===== src/rtl/fp_pkg.sv =====
// Shared types and constants for the FP adder back end.
// Single-precision layout, FSM state encoding, special results.
package fp_pkg;

  localparam int EXP_W   = 8;
  localparam int MAN_W   = 23;
  localparam int EXP_MAX = (1 << EXP_W) - 1;

  typedef enum logic [1:0] {
    IDLE,
    NORM,
    ROUND,
    DONE
  } norm_state_t;

  typedef struct packed {
    logic             sign;
    logic [EXP_W-1:0] exponent;
    logic [MAN_W-1:0] mantissa;
  } fp32_t;

  localparam fp32_t FP_ZERO = '0;
  localparam fp32_t FP_INF  = '{
    sign:     1'b0,
    exponent: '1,
    mantissa: '0
  };

endpackage


===== src/rtl/round_nearest_even.sv =====
// Round-to-nearest-even increment on a hidden+fraction mantissa.
// Carry flags a rollover to the next binade.
module round_nearest_even #(
  parameter int MAN_W = 23
) (
  input  logic [MAN_W:0] man_i,
  input  logic           g_i,
  input  logic           r_i,
  input  logic           s_i,
  output logic [MAN_W:0] man_o,
  output logic           carry_o
);

  logic up;

  assign up = g_i & (r_i | s_i | man_i[0]);

  assign {carry_o, man_o} = {1'b0, man_i} + (MAN_W+2)'(up);

endmodule


===== src/rtl/normalize_round.sv =====
// FP adder back end: iterative normalise then RNE round.
// One operation in flight, valid/ready on both sides.
module normalize_round #(
  parameter int EXP_W = fp_pkg::EXP_W,
  parameter int MAN_W = fp_pkg::MAN_W
) (
  input  logic             clk,
  input  logic             rst_n,
  input  logic             inValid,
  output logic             inReady,
  input  logic             sign,
  input  logic [EXP_W-1:0] exponentIn,
  input  logic [MAN_W+1:0] sumMantissa,
  input  logic             guardBit,
  input  logic             roundBit,
  input  logic             stickyBit,
  output logic             outValid,
  input  logic             outReady,
  output logic [31:0]      result,
  output logic             overflow,
  output logic             underflow
);

  import fp_pkg::*;

  localparam logic [EXP_W:0] EXP_ONE = (EXP_W+1)'(1);
  localparam logic [EXP_W:0] EXP_LIM =
    (EXP_W+1)'((1 << EXP_W) - 1);

  norm_state_t      state_q, state_d;
  logic             sign_q, sign_d;
  logic [EXP_W:0]   exp_q, exp_d;
  logic [MAN_W+1:0] man_q, man_d;
  logic             g_q, g_d;
  logic             r_q, r_d;
  logic             s_q, s_d;
  fp32_t            res_q, res_d;
  logic             ovf_q, ovf_d;
  logic             unf_q, unf_d;

  logic [MAN_W:0]   rnd_man;
  logic             rnd_carry;
  logic [EXP_W:0]   exp_r;
  logic [MAN_W-1:0] frac_r;

  round_nearest_even #(
    .MAN_W(MAN_W)
  ) u_rne (
    .man_i  (man_q[MAN_W:0]),
    .g_i    (g_q),
    .r_i    (r_q),
    .s_i    (s_q),
    .man_o  (rnd_man),
    .carry_o(rnd_carry)
  );

  // A rounding carry leaves 1.000.., so the shifted fraction is the upper bits
  assign exp_r  = exp_q + {{EXP_W{1'b0}}, rnd_carry};
  assign frac_r = rnd_carry ? rnd_man[MAN_W:1]
                            : rnd_man[MAN_W-1:0];

  always_comb begin
    state_d = state_q;
    sign_d  = sign_q;
    exp_d   = exp_q;
    man_d   = man_q;
    g_d     = g_q;
    r_d     = r_q;
    s_d     = s_q;
    res_d   = res_q;
    ovf_d   = ovf_q;
    unf_d   = unf_q;
    unique case (state_q)
      IDLE: begin
        if (inValid) begin
          sign_d  = sign;
          exp_d   = {1'b0, exponentIn};
          man_d   = sumMantissa;
          g_d     = guardBit;
          r_d     = roundBit;
          s_d     = stickyBit;
          state_d = NORM;
        end
      end
      NORM: begin
        if (man_q == '0 && !(g_q | r_q | s_q)) begin
          res_d   = FP_ZERO;
          state_d = DONE;
        end else if (man_q[MAN_W+1]) begin
          s_d     = s_q | r_q;
          r_d     = g_q;
          g_d     = man_q[0];
          man_d   = man_q >> 1;
          exp_d   = exp_q + EXP_ONE;
          state_d = ROUND;
        end else if (man_q[MAN_W]) begin
          state_d = ROUND;
        end else if (exp_q <= EXP_ONE) begin
          unf_d      = 1'b1;
          res_d      = FP_ZERO;
          res_d.sign = sign_q;
          state_d    = DONE;
        end else begin
          man_d = {man_q[MAN_W:0], g_q};
          g_d   = r_q;
          r_d   = 1'b0;
          exp_d = exp_q - EXP_ONE;
        end
      end
      ROUND: begin
        if (exp_r >= EXP_LIM) begin
          ovf_d      = 1'b1;
          res_d      = FP_INF;
          res_d.sign = sign_q;
        end else begin
          res_d.sign     = sign_q;
          res_d.exponent = exp_r[EXP_W-1:0];
          res_d.mantissa = frac_r;
        end
        state_d = DONE;
      end
      DONE: begin
        if (outReady) begin
          ovf_d   = 1'b0;
          unf_d   = 1'b0;
          state_d = IDLE;
        end
      end
      default: state_d = IDLE;
    endcase
  end

  always_ff @(posedge clk or negedge rst_n) begin
    if (!rst_n) begin
      state_q <= IDLE;
      sign_q  <= 1'b0;
      exp_q   <= '0;
      man_q   <= '0;
      g_q     <= 1'b0;
      r_q     <= 1'b0;
      s_q     <= 1'b0;
      res_q   <= FP_ZERO;
      ovf_q   <= 1'b0;
      unf_q   <= 1'b0;
    end else begin
      state_q <= state_d;
      sign_q  <= sign_d;
      exp_q   <= exp_d;
      man_q   <= man_d;
      g_q     <= g_d;
      r_q     <= r_d;
      s_q     <= s_d;
      res_q   <= res_d;
      ovf_q   <= ovf_d;
      unf_q   <= unf_d;
    end
  end

  assign inReady   = (state_q == IDLE);
  assign outValid  = (state_q == DONE);
  assign result    = res_q;
  assign overflow  = ovf_q;
  assign underflow = unf_q;

endmodule


===== config.mk =====
export PLATFORM = sky130hd
export DESIGN_NAME = normalize_round
export DESIGN_NICKNAME = d
export VERILOG_FILES = /design/src/rtl/fp_pkg.sv /design/src/rtl/round_nearest_even.sv /design/src/rtl/normalize_round.sv
export SDC_FILE = /design/constraint.sdc
export NUM_CORES = 1
export LEC_CHECK = 0
export CAP_MARGIN = 25
export CORE_MARGIN = 1
export CORE_UTILIZATION = 54
export CTS_BUF_LIST = sky130_fd_sc_hd__clkbuf_16
export DETAILED_ROUTE_END_ITERATION = 8
export HOLD_SLACK_MARGIN = 0.1
export PLACE_DENSITY = 0.8
export SYNTH_ARGS = -nofsm -noshare
export SYNTH_HDL_FRONTEND = slang
export SYNTH_SLANG_ARGS = --single-unit
export TNS_END_PERCENT = 1

===== constraint.sdc =====
create_clock -name clk -period 4 [get_ports clk]
set_input_delay 0.8 -clock clk [delete_from_list [all_inputs] [get_ports clk]]
set_output_delay 0.8 -clock clk [all_outputs]
set_load 0.01 [all_outputs]

==> impl_metrics.py <==
metrics = {
    "run_status": {
        "run_status": "finished with violations",
        "violations": "DRC",
    },
    "pwr": {
        "pwr_density_cell_nw_per_um2": 829,
        "power_leakage_nw": 2.35,
        "vdd_drop_max_v": 0.000555,
        "power.total_w": 0.00492,
    },
    "clock_network": {
        "post_cts_buffers": 0,
        "clkTransAtPathRegs_ns": 0.06,
        "cts_root_buffer": "clkbuf_16",
        "insertion_delay_ns": 0.33,
        "tritoncts_clock_tree": "done",
        "postCtsHoldBufs": 0,
        "post_cts_resized": 0,
        "clock_tree.buffer_depth": 2,
        "cts_num_sinks": 74,
        "cts-buffers-inserted": 9,
        "htree_levels": 3,
    },
    "timing": {
        "worst_slew_pin_slew_ns": 0.924,
        "report.final.hold_viol_count": 0,
        "timing.setup.tns_ns": 0,
        "final_min_period_over_clock_period": 0.905,
        "max_freq_mhz": 276,
        "final.min_clock_period_ns": 3.62,
        "least_setup_slack_across_all_paths_after_layout_ns": 0.382,
        "tightest_slew_margin_relative_to_the_limit": 0.384,
        "setup_repair_after_global_routing_missed_its_margin": "false",
        "clock-skew-final_ns": 0.00759,
        "final-setup-viol-count": 0,
        "number_of_max_slew_violations_in_the_final_report": 0,
        "fin_worst_hold_slack_ns": 0.494,
    },
    "floorplan": {
        "die_width_um": 96.0,
        "placeableCoreArea_um2": 8380,
        "fp.dieH_um": 96.0,
        "rows": 33,
        "floorplan.initialDensity": 0.569,
        "boundaryPins": 77,
        "die_area_um2": 9220,
    },
    "synthesis": {
        "number_of_distinct_standard_cells_referenced_by_the_synthesized_netlist": 66,
        "synth_largest_area_cell": "dfrtp_1",
        "synth_sequential_area_ratio": 0.388,
        "yosys_warnings": 0,
        "synth_commonest_cells": "dfrtp_1 (74), nand2_1 (35), inv_1 (29)",
        "synth.avg_cell_area_um2": 9.55,
        "synth.most_common_cell": "dfrtp_1",
        "postSynthRegisterBits": 74,
        "post_synth_inst_count": 500,
        "synth_area_um2": 4770,
        "syn_nets": 551,
        "synth_flop_cell": "dfrtp_1",
        "synth-async-reset-ratio": 1.00,
        "synth_top_cell_area_share": 0.388,
        "synth_enable_flop_cells": 0,
        "synthTopCellsByArea": "dfrtp_1 (39%), mux2i_1 (5.5%), a222oi_1 (4.6%), a32o_1 (4.2%), xnor2_1 (3.3%)",
    },
    "setup_path": {
        "category_of_the_most_critical_setup_path": "reg -> reg",
        "critical_path.startpoint_type": "flip-flop",
        "worst_setup_path_end_kind": "flip-flop",
        "worst-endpoint-arrival_ns": 3.83,
        "critical_path_peak_fanout": 21,
        "cp_data_required_time_ns": 4.21,
    },
    "cells_and_area": {
        "ratio_of_cells_with_drive_above_1_in_the_final_layout": 0.0948,
        "n_fill_cell": 638,
        "area.growth.synth_to_final_pct": 24.2,
        "final_net_count": 605,
        "multiInputGateArea_um2": 2580,
        "num_antenna_cells": 0,
        "final-seq-area_um2": 1850,
    },
    "route": {
        "drcViolationCount": 10,
        "post_drt_wl_per_cell_um": 19.4,
        "routed_vias_inst": 6.67,
        "vias": 4427,
        "drt-pass1-iter-count": 9,
        "detail_route.iter0.violations": 452,
        "routed_wl_um": 12900,
        "final_antenna_net_count": 0,
    },
    "run": {
        "max_cap_violations": 0,
    },
    "global_routing": {
        "initial_antenna_violation_count": 0,
        "grt_use_total": 0.295,
        "grt_pass1_wl_um": 20700,
        "via_count_of_the_first_global_routing_pass": 4033,
        "grt-ovfl-total": 0,
        "grt_max_degree": 40,
    },
    "placement": {
        "port_buffers": 76,
        "gpl.final_weighted_congestion": 0.914,
        "pre_cts_slack_ns": 0.495,
        "place_hpwl_um": 8980,
    },
    "min_path": {
        "worstHoldPathType": "reg -> reg",
    },
}
==> layout by cell type, fill, tap and decap left out, types with 10 or more instances in the layout <==
master,netlist,layout
nor2_1,25,25
nor3_1,13,13
mux2i_1,26,26
dfrtp_1,74,74
nand4_1,10,10
clkdlybuf4s50_1,0,75
a222oi_1,22,22
nand2_1,35,35
buf_4,2,15
inv_1,29,29
nand3_1,16,16
ha_1,10,10
a21oi_1,13,13
xnor2_1,18,18
nor4_1,14,14
a32o_1,20,20
==> state kept, by name, summed over array words and instances, names as in the netlist <==
| name | count |
|---|---|
| exp_q | 9 |
| g_q | 1 |
| man_q | 25 |
| overflow | 1 |
| r_q | 1 |
| result | 32 |
| s_q | 1 |
| sign_q | 1 |
| state_q | 2 |
| underflow | 1 |
==> through the flow <==
| step | util | area (um^2) | std cells |
|---|---|---|---|
| global route | 0.708 | 5930 | 664 |
| floorplan | - | 4770 | 500 |
| detailed placement | 0.664 | 5560 | 648 |
| CTS | 0.708 | 5930 | 664 |
| finish | 0.708 | 5930 | 664 |
| global placement | 0.661 | 5540 | 647 |
==> cell type report <==
cell class,count,share of cell area
timing repair buffer,92,0.151
inverter,29,0.0184
sequential,74,0.312
clock buffer,9,0.0380
multi-input combinational,348,0.434
clock inverter,7,0.0238
tap,105,0.0222
==> cells by family after synthesis <==
group / synth area share
adder cells (fa/ha/maj): 0.0262
AND/OR/NAND/NOR: 0.182
flip-flops: 0.388
XOR/XNOR: 0.0404
buffers and inverters: 0.0731
multiplexers: 0.0710
AO/OA/AOI/OAI: 0.219
==> final timing paths <==
kind,start,endpoint,slack (ns),cells past startpoint
worst min-delay path,result[26],result[26],0.49,1
max in group asynchronous,rst_n,man_q[1],2.68,2
worst max register to register,g_q,overflow,0.38,13
min in group asynchronous,rst_n,sign_q,0.52,1
worst max-delay path,g_q,overflow,0.38,13
worst min register to register,result[26],result[26],0.49,1
==> routing by layer <==
layer / part of all wire / vias up / track usage / wire length, um
met1: 0.44 / 2151 / 0.437 / 5630
li1: - / 2010 / - / -
met2: 0.46 / 247 / 0.436 / 5930
met4: 0.012 / 0 / 0.0771 / 151
met3: 0.090 / 19 / 0.0632 / 1150
met5: 0 / - / 0 / 0
==> worst max-delay path, stage by stage, from the launching register on <==
cell,delay (ns)
dfrtp_1,0.46
and2_1,0.17
ha_1,0.19
nand2_1,0.13
nor3_1,0.38
and2_1,0.23
ha_1,0.21
ha_1,0.21
nand3_1,0.18
nor3_1,0.33
o2111ai_1,0.21
and2_1,0.21
buf_4,0.20
a311o_1,0.37
==> where the power goes <==
group	switching, W	leakage, nW	internal, W
sequential	0.000509	0.914	0.00110
clock	0.000316	0.176	0.000672
combinational	0.00121	1.26	0.00111
(Power assumes the default switching activity.)
